[src/rtl/fibo_request_arbiter.sv]
// fibo_request_arbiter
//
// Shares one Fibonacci engine between NUM_REQ requesters. Pending requests
// are granted round-robin. Indices 0 and 1 are answered locally, and indices
// above MAX_N are rejected without using the engine. All other jobs go to the
// engine through a start/done handshake. If the engine hangs, a timeout
// pulses the engine reset and the job is answered with an error.
//
// Ports
//   clk           rising-edge clock
//   reset         synchronous, active-high reset
//   req           per-requester request level
//   req_n         packed 5-bit indices, requester i uses [5i+4:5i]
//   ack           one-hot, one-cycle pulse to the served requester
//   result        Fibonacci value, valid while result_valid is high
//   result_valid  one-cycle pulse, coincident with ack
//   error         qualifies result_valid: rejected index or engine timeout
//   busy          high whenever a job is outstanding
//   eng_input_s   index driven to the engine
//   eng_begin     one-cycle engine start pulse
//   eng_reset_n   active-low engine reset
//   eng_done      engine completion level (only its rising edge counts)
//   eng_fibo_out  engine result
module fibo_request_arbiter #(
  parameter int NUM_REQ        = 4,
  parameter int MAX_N          = 24,
  parameter int TIMEOUT        = 64,
  parameter int ENG_RST_CYCLES = 2
) (
  input  logic                 clk,
  input  logic                 reset,
  input  logic [NUM_REQ-1:0]   req,
  input  logic [NUM_REQ*5-1:0] req_n,
  output logic [NUM_REQ-1:0]   ack,
  output logic [15:0]          result,
  output logic                 result_valid,
  output logic                 error,
  output logic                 busy,
  output logic [4:0]           eng_input_s,
  output logic                 eng_begin,
  output logic                 eng_reset_n,
  input  logic                 eng_done,
  input  logic [15:0]          eng_fibo_out
);

  localparam int IDW  = (NUM_REQ > 1) ? $clog2(NUM_REQ) : 1;
  localparam int CMAX = (TIMEOUT > ENG_RST_CYCLES) ? TIMEOUT : ENG_RST_CYCLES;
  localparam int CW   = $clog2(CMAX + 1);

  typedef enum logic [2:0] {
    S_IDLE,
    S_ISSUE,
    S_WAIT,
    S_RECOVER,
    S_RESP
  } state_e;

  state_e             state_q, state_d;
  logic [IDW-1:0]     ptr_q, ptr_d;
  logic [IDW-1:0]     id_q, id_d;
  logic [CW-1:0]      cnt_q, cnt_d;
  logic               done_prev_q;

  logic [NUM_REQ-1:0] ack_q, ack_d;
  logic [15:0]        result_q, result_d;
  logic               rv_q, rv_d;
  logic               err_q, err_d;
  logic               busy_q, busy_d;
  logic [4:0]         eng_in_q, eng_in_d;
  logic               eng_begin_q, eng_begin_d;
  logic               eng_rstn_q, eng_rstn_d;

  // Round-robin scan starting at ptr_q, wrapping at NUM_REQ.
  logic               grant_found;
  logic [IDW-1:0]     grant_id;
  logic [IDW:0]       scan_idx;

  always_comb begin
    grant_found = 1'b0;
    grant_id    = '0;
    scan_idx    = '0;
    for (int unsigned k = 0; k < NUM_REQ; k++) begin
      scan_idx = {1'b0, ptr_q} + (IDW+1)'(k);
      if (scan_idx >= (IDW+1)'(NUM_REQ)) begin
        scan_idx = scan_idx - (IDW+1)'(NUM_REQ);
      end
      if (!grant_found && req[scan_idx[IDW-1:0]]) begin
        grant_found = 1'b1;
        grant_id    = scan_idx[IDW-1:0];
      end
    end
  end

  // Index of the granted requester.
  logic [4:0] n_sel;

  always_comb begin
    n_sel = '0;
    for (int unsigned k = 0; k < NUM_REQ; k++) begin
      if (grant_id == IDW'(k)) begin
        n_sel = req_n[5*k +: 5];
      end
    end
  end

  // Pointer value after serving id_q.
  logic [IDW:0] ptr_next;

  always_comb begin
    ptr_next = {1'b0, id_q} + (IDW+1)'(1);
    if (ptr_next >= (IDW+1)'(NUM_REQ)) begin
      ptr_next = '0;
    end
  end

  wire done_rise = eng_done && !done_prev_q;

  // Outputs are registered: each output's next value is derived from the
  // state being entered, so an output is valid in the same cycle as its state.
  always_comb begin
    state_d     = state_q;
    ptr_d       = ptr_q;
    id_d        = id_q;
    cnt_d       = cnt_q;
    ack_d       = '0;
    result_d    = result_q;
    rv_d        = 1'b0;
    err_d       = 1'b0;
    eng_in_d    = eng_in_q;
    eng_begin_d = 1'b0;

    case (state_q)
      S_IDLE: begin
        if (grant_found) begin
          id_d = grant_id;
          if (n_sel > 5'(MAX_N)) begin
            state_d  = S_RESP;
            result_d = '0;
            err_d    = 1'b1;
          end else if (n_sel <= 5'd1) begin
            state_d  = S_RESP;
            result_d = {15'b0, n_sel[0]};
          end else begin
            state_d     = S_ISSUE;
            eng_in_d    = n_sel;
            eng_begin_d = 1'b1;
          end
        end
      end

      S_ISSUE: begin
        cnt_d   = '0;
        state_d = S_WAIT;
      end

      S_WAIT: begin
        // A completion edge wins over a simultaneous timeout.
        if (done_rise) begin
          state_d  = S_RESP;
          result_d = eng_fibo_out;
        end else if (cnt_q == CW'(TIMEOUT - 1)) begin
          state_d = S_RECOVER;
          cnt_d   = '0;
        end else begin
          cnt_d = cnt_q + CW'(1);
        end
      end

      S_RECOVER: begin
        if (cnt_q == CW'(ENG_RST_CYCLES - 1)) begin
          state_d  = S_RESP;
          result_d = '0;
          err_d    = 1'b1;
        end else begin
          cnt_d = cnt_q + CW'(1);
        end
      end

      S_RESP: begin
        ptr_d   = ptr_next[IDW-1:0];
        state_d = S_IDLE;
      end

      default: begin
        state_d = S_IDLE;
      end
    endcase

    rv_d = (state_d == S_RESP);
    if (rv_d) begin
      ack_d[id_d] = 1'b1;
    end
    busy_d     = (state_d != S_IDLE);
    eng_rstn_d = (state_d != S_RECOVER);
  end

  always_ff @(posedge clk) begin
    // Sampled through reset so a level left high by the engine is stale.
    done_prev_q <= eng_done;
    if (reset) begin
      state_q     <= S_IDLE;
      ptr_q       <= '0;
      id_q        <= '0;
      cnt_q       <= '0;
      ack_q       <= '0;
      result_q    <= '0;
      rv_q        <= 1'b0;
      err_q       <= 1'b0;
      busy_q      <= 1'b0;
      eng_in_q    <= '0;
      eng_begin_q <= 1'b0;
      eng_rstn_q  <= 1'b0;
    end else begin
      state_q     <= state_d;
      ptr_q       <= ptr_d;
      id_q        <= id_d;
      cnt_q       <= cnt_d;
      ack_q       <= ack_d;
      result_q    <= result_d;
      rv_q        <= rv_d;
      err_q       <= err_d;
      busy_q      <= busy_d;
      eng_in_q    <= eng_in_d;
      eng_begin_q <= eng_begin_d;
      eng_rstn_q  <= eng_rstn_d;
    end
  end

  assign ack          = ack_q;
  assign result       = result_q;
  assign result_valid = rv_q;
  assign error        = err_q;
  assign busy         = busy_q;
  assign eng_input_s  = eng_in_q;
  assign eng_begin    = eng_begin_q;
  assign eng_reset_n  = eng_rstn_q;

endmodule

[config.mk]
export PLATFORM = sky130hd
export DESIGN_NAME = fibo_request_arbiter
export DESIGN_NICKNAME = d
export VERILOG_FILES = /design/src/rtl/fibo_request_arbiter.sv
export SDC_FILE = /design/constraint.sdc
export NUM_CORES = 1
export LEC_CHECK = 0
export CAP_MARGIN = 15
export CORE_UTILIZATION = 44
export CTS_CLUSTER_DIAMETER = 50
export DETAILED_ROUTE_END_ITERATION = 16
export GPL_TIMING_DRIVEN = 0
export MAX_ROUTING_LAYER = met4
export PLACE_DENSITY = 0.79
export SYNTH_ARGS = -nofsm -noshare
export SYNTH_HDL_FRONTEND = slang
export SYNTH_SLANG_ARGS = --single-unit
[constraint.sdc]
create_clock -name clk -period 3.75 [get_ports clk]
set_clock_uncertainty 0.2 [all_clocks]
set_input_delay 0.375 -clock clk [delete_from_list [all_inputs] [get_ports clk]]
set_output_delay 0.375 -clock clk [all_outputs]
set_load 0.02 [all_outputs]
### Word-level counts from Yosys, hierarchy flattened

Index checks and enable logic that the tools add are counted.

* $add $sub $neg: 9
* order comparisons: 13
* eq/ne operators: 17
* multiplexer cells: 51
* bitwise gates (word level): 5
* reductions and logical operators: 19

Operators by type and width (number)
* $mux 16: 5
* $pmux 16 s3: 1
* $mux 2: 11
* $mux 7: 3
* $pmux 7 s3: 1
* $mux 5: 4
* $mux 3: 6
* $lt 2x3->1 const B: 5
* $mux 1: 13
* $ge 3x3->1 const B: 4
* $pmux 3 s4: 1
* $ne 2x2->1 const B: 5
* $reduce_bool 3->1: 3
* $bmux 1 s2: 4
* $sub 2x1->2 const B: 4
* $add 7x1->7 const B: 1
* $eq 7x1->1 const B: 1
* $eq 7x6->1 const B: 1
* $add 2x1->3 const B: 2
* $add 2x2->3 const B: 2
* $eq 3x2->1 const B: 2
* $eq 3x3->1 const B: 2
* $gt 5x5->1 const B: 1
* $le 5x1->1 const B: 1
* other kinds (19): 31

* bits in registers: 45
* output and inout bits: 30

### Longest topological paths before layout

Gate-level depths: netlist of the first run.

* depth after elaboration: 27
* gate-level depth with buffers: 10
* depth with buffers taken out: 10

### Least setup slack after synthesis of the first run

OpenSTA, ideal clock, no wires.

* path kind: reg2reg
* from: register ptr_q[1]
* to: register result_q[10], in the netlist result[10]
* setup time: 0.115 ns
* arrival time: 2.699 ns
* required time: 3.435 ns
* slack: 0.736 ns
* cell stages (with the launch flop): 10
* buffers on the path: 1
* clock period less this slack: 3.014 ns
* cells stage by stage: dfxtp_1 > mux2i_1 > nor2_2 > nor3_4 > mux4_2 > a211o_1 > a221oi_4 > buf_6 > nor2_1 > a31o_1

* word-level cells in the longest chain between the ends: 23

Ends and longest elaborated chain
* from (decl): RTL line 59 `logic [IDW-1:0] ptr_q, ptr_d;`
* from (signal assigned): RTL line 215 `ptr_q <= ptr_d;`
* branches (longest 23 deep; another with $add 2x1->3)
* to (signal assigned): RTL line 219 `result_q <= result_d;`
* to (decl): RTL line 65 `logic [15:0] result_q, result_d;`

Parallel ways; which one is timed is not known. The select of a mux whose other input is x is not followed.
A chain may end at the register's enable or synchronous reset.

### Final worst setup path of the first run

* from: input port req[3]
* to: register result_q[10], in the netlist result[10]

* word-level cells in the longest chain between the ends: 21

Ends and longest elaborated chain
* from (decl): RTL line 32 `input logic [NUM_REQ-1:0] req,`
* $bmux 1 s2: RTL line 87 `if (!grant_found && req[scan_idx[IDW-1:0]]) begin`
* $mux 1 (implied by the code): RTL line 87
* $mux 1: RTL line 87
* $logic_not 1->1: RTL line 87
* $logic_and 1x1->1: RTL line 87
* $mux 1: RTL line 87
* $logic_not 1->1: RTL line 87
* $logic_and 1x1->1: RTL line 87
* [... 2 more ...]
* $logic_and 1x1->1: RTL line 87
* $mux 2: RTL line 87
* $logic_not 2->1: RTL line 100 `if (grant_id == IDW'(k)) begin`
* $mux 5 (4 in a row): RTL line 100
* $gt 5x5->1: RTL line 136 `if (n_sel > 5'(MAX_N)) begin`
* $mux 16: RTL line 136
* $mux 16: RTL line 134 `if (grant_found) begin`
* $pmux 16 s3: RTL line 132 `case (state_q)`

Parallel ways exist; a longest one is shown, timed or not. The select of a mux whose other input is x is not followed.

==> impl_metrics.ini, run 1 <==
[layout]
drive_gt1_share_pct = 8.28
design_area_um2 = 2930
post-route-util_pct = 66.3
fillers = 349
nets = 347
diodes = 0
syn2layout_area_growth_pct = 42.8

[timing]
tightest_slew_ns = 1.00
relSlewSlack_pct = 32.5
min_period_ns = 3.45
timing.final.max_slew_violations = 0
rsz0062_at_grt = no
final_hold_viol_count = 0
fmax_mhz = 290
timing.final.crit_share_pct = 91.9
setup_violations = 0

[grt]
met3_usage_pct = 4.47
grt_pass1_wl_um = 7650
grt_use_met1_pct = 23.9
use_met2_pct = 32.4
grt_max_degree = 16
track_usage_pct = 19.7
overflow = 0
grt_busiest_layer = met2
antenna_found_initial = 0
grt_pass1_vias = 1753

[detailed_routing]
vias = 1867
post_drt_wl_per_cell_um = 12.9
viasPerCell = 5.27
drc = 0
ant_nets = 0
drt-initial-drc-count = 82
drtPass1Iterations = 4
wirelength_um = 4560

[yosys]
yosysTopAreaCellShare_pct = 44.0
synthArstFlopShare_pct = 0
ys_ff_latch = 45
postSynthAreaPerCell_um2 = 9.23
yosys_most_used_dff = dfxtp_1
yosysWarningCount = 0
seq_area_frac_synth_pct = 44.0
yosysMostFrequentCell = dfxtp_1
postSynthNetCount = 268
ys_top_cells_by_count = dfxtp_1, nor2_1, nand2_1
netlist_instances = 222
synth.area.top_cells = dfxtp_1, nor2_1, a31o_1
netlist_area_um2 = 2050
yosys.area.top_type = dfxtp_1
yosys.cell_types.count = 46
synth-edff-count = 0

[outcome]
status = completed

[power]
p_int_mw = 0.924
seqPwrFrac_pct = 40.7
p_leak_nw = 1.07
p_comb_share_pct = 38.4
p_per_area_nw_per_um2 = 486
pwr-share-clk_pct = 20.9
switching_power_mw = 0.500
vdd_drop_max_v = 0.000357
switching_share_pct = 35.1

[die]
io_pins = 73
dieArea_um2 = 4930
core_um2 = 4410
rows = 24
start_util_pct = 46.4
die_w_um = 70.2
die_h_um = 70.2

[cts]
cts.path.max_buffers = 2
cts_inserted_buffers = 5
cts_tree = built
insertion_delay_ns = 0.29
cts_resized = 0
path_clk_slew_ns = 0.08
h-tree-depth = 2
cts_root_buffer = clkbuf_8
holdBufCountCts = 0
post_cts_buffers = 0
cts_sinks = 45

[setup_path]
crit_type = in -> reg
path_max_fanout = 10
arrival_ns = 3.44
required_ns = 3.74
slowest_stage = mux4_2
start_kind = input port
end_kind = flip-flop
worstReg2RegStart = ptr_q[1]$_SDFFE_PP0N_
critical_path.max_stage_delay_ns = 0.62
reg2reg_to = result[10]$_SDFFE_PP0P_
reg2regPathDepth = 9
path_cells = clkdlybuf4s50_1 -> inv_1 -> and3_1 -> nor3_4 -> mux4_2 -> a211o_1 -> a221oi_4 -> buf_6 -> nor2_1 -> a31o_1
r2r_setup_slack_ns = 0.43

[min_path]
min_to = result[4]$_SDFFE_PP0P_
min_path_cells = 1
hp-start = result[4]$_SDFFE_PP0P_
hp-class = reg -> reg

[job]
cap_violations = 0

[place]
hpwl_um = 3450
dpl-instance-area_um2 = 2830
port_buffers = 72
routabilityCongestion = 0.819
routing by layer:
metal / share of wire (%) / vias to the layer above / routed length [um]
met5: 0 / - / 0
met4: 1.1 / 0 / 52
met3: 4.9 / 7 / 222
met2: 48 / 52 / 2190
met1: 46 / 864 / 2100
li1: - / 944 / -
worst max-delay path by stage:
stage / startpoint / end / depth (start not counted)
final: req[3] / result[10]$_SDFFE_PP0P_ / 10
after floorplan: ptr_q[1]$_SDFFE_PP0N_ / result[10]$_SDFFE_PP0P_ / 9
after detailed placement: req[3] / result[10]$_SDFFE_PP0P_ / 10
after global placement: req[3] / result[12]$_SDFFE_PP0P_ / 10
after CTS: req[3] / result[10]$_SDFFE_PP0P_ / 10
after global routing: req[3] / result[14]$_SDFFE_PP0P_ / 10
cell type report:
cell class / count / area, um2 / share of cell area, %
Clock inverter: 3 / 22.5 / 0.770
Buffer: 12 / 65.1 / 2.22
Tap cell: 52 / 65.1 / 2.22
Timing Repair Buffer: 72 / 721 / 24.6
Inverter: 7 / 26.3 / 0.898
Multi-Input combinational cell: 158 / 1060 / 36.1
Clock buffer: 5 / 68.8 / 2.35
Sequential cell: 45 / 901 / 30.8
logic make-up (layout without fill, tap and decap cells):
logic type | Yosys count | count (layout) | share of synthesized area [%]
compound gates | 41 | 41 | 15.9
xor+xnor | 4 | 4 | 1.71
fa+ha+maj | 3 | 3 | 1.83
buf+inv | 19 | 99 | 4.46
flops | 45 | 45 | 44.0
mux | 12 | 12 | 8.31
simple gates | 98 | 98 | 23.8
sequential cells by signal, indices dropped and copies added, names as in the netlist:
signal	cells
result	16
cnt_q	7
eng_input_s	5
ack	4
state_q	3
id_q	2
ptr_q	2
busy	1
done_prev_q	1
eng_begin	1
eng_reset_n	1
error	1
result_valid	1
cell usage in the layout, fill, tap and decap left out, types with 2 or more instances in the layout:
| cell type | count |
|---|---|
| clkdlybuf4s50_1 | 72 |
| dfxtp_1 | 45 |
| nor2_1 | 38 |
| nand2_1 | 24 |
| a31o_1 | 15 |
| a21oi_1 | 9 |
| clkbuf_1 | 8 |
| nor3_1 | 8 |
| mux2i_1 | 8 |
| inv_1 | 5 |
| clkbuf_8 | 5 |
| nand2b_1 | 4 |
| mux4_2 | 4 |
| o21ai_0 | 3 |
| xor2_1 | 3 |
| and3_1 | 3 |
| nor3b_1 | 3 |
| a211oi_1 | 3 |
| ha_1 | 3 |
| clkinvlp_4 | 3 |
| nand3_1 | 2 |
| or3_1 | 2 |
| nand4_1 | 2 |
| a211o_1 | 2 |
| nor4_1 | 2 |
| inv_2 | 2 |
| buf_6 | 2 |
critical path: cells and delay by family:
family                 cells  cell delay (ns)
AO/OA/AOI/OAI              3             0.98
buffers and inverters      3             0.78
multiplexers               1             0.62
AND/OR/NAND/NOR            3             0.68
metrics by stage:
step	hold WS, ns	setup TNS (ns)	total power [mW]	std cells	setup slack, ns
2_1_floorplan	0.203	0	0.947	222	0.736
3_3_place_gp	0.254	0	1.13	346	0.0156
3_5_place_dp	0.261	-0.174	1.13	346	-0.0313
4_1_cts	0.282	0	1.43	354	0.281
5_1_grt	0.307	0	1.51	354	0.158
6_report	0.278	0	1.42	354	0.304
power by group through the flow:
stage | clock network (mW) | registers (mW) | logic (mW)
final | 0.298 | 0.579 | 0.546
after detailed placement | 0 | 0.589 | 0.545
after global placement | 0 | 0.587 | 0.540
after CTS | 0.305 | 0.579 | 0.549
after floorplan | 0 | 0.627 | 0.321
after global routing | 0.332 | 0.587 | 0.593
No activity file was read; power rests on OpenSTA's default activity.
==> run 2: changes to the inputs <==
--- a/config.mk
+++ b/config.mk
@@ -12,6 +12,7 @@
 export GPL_TIMING_DRIVEN = 0
 export MAX_ROUTING_LAYER = met4
 export PLACE_DENSITY = 0.79
+export SLEW_MARGIN = 10
 export SYNTH_ARGS = -nofsm -noshare
 export SYNTH_HDL_FRONTEND = slang
 export SYNTH_SLANG_ARGS = --single-unit
==> results of run 2 <==
The final DEF is identical to that of run 1; final timing and power are the same.
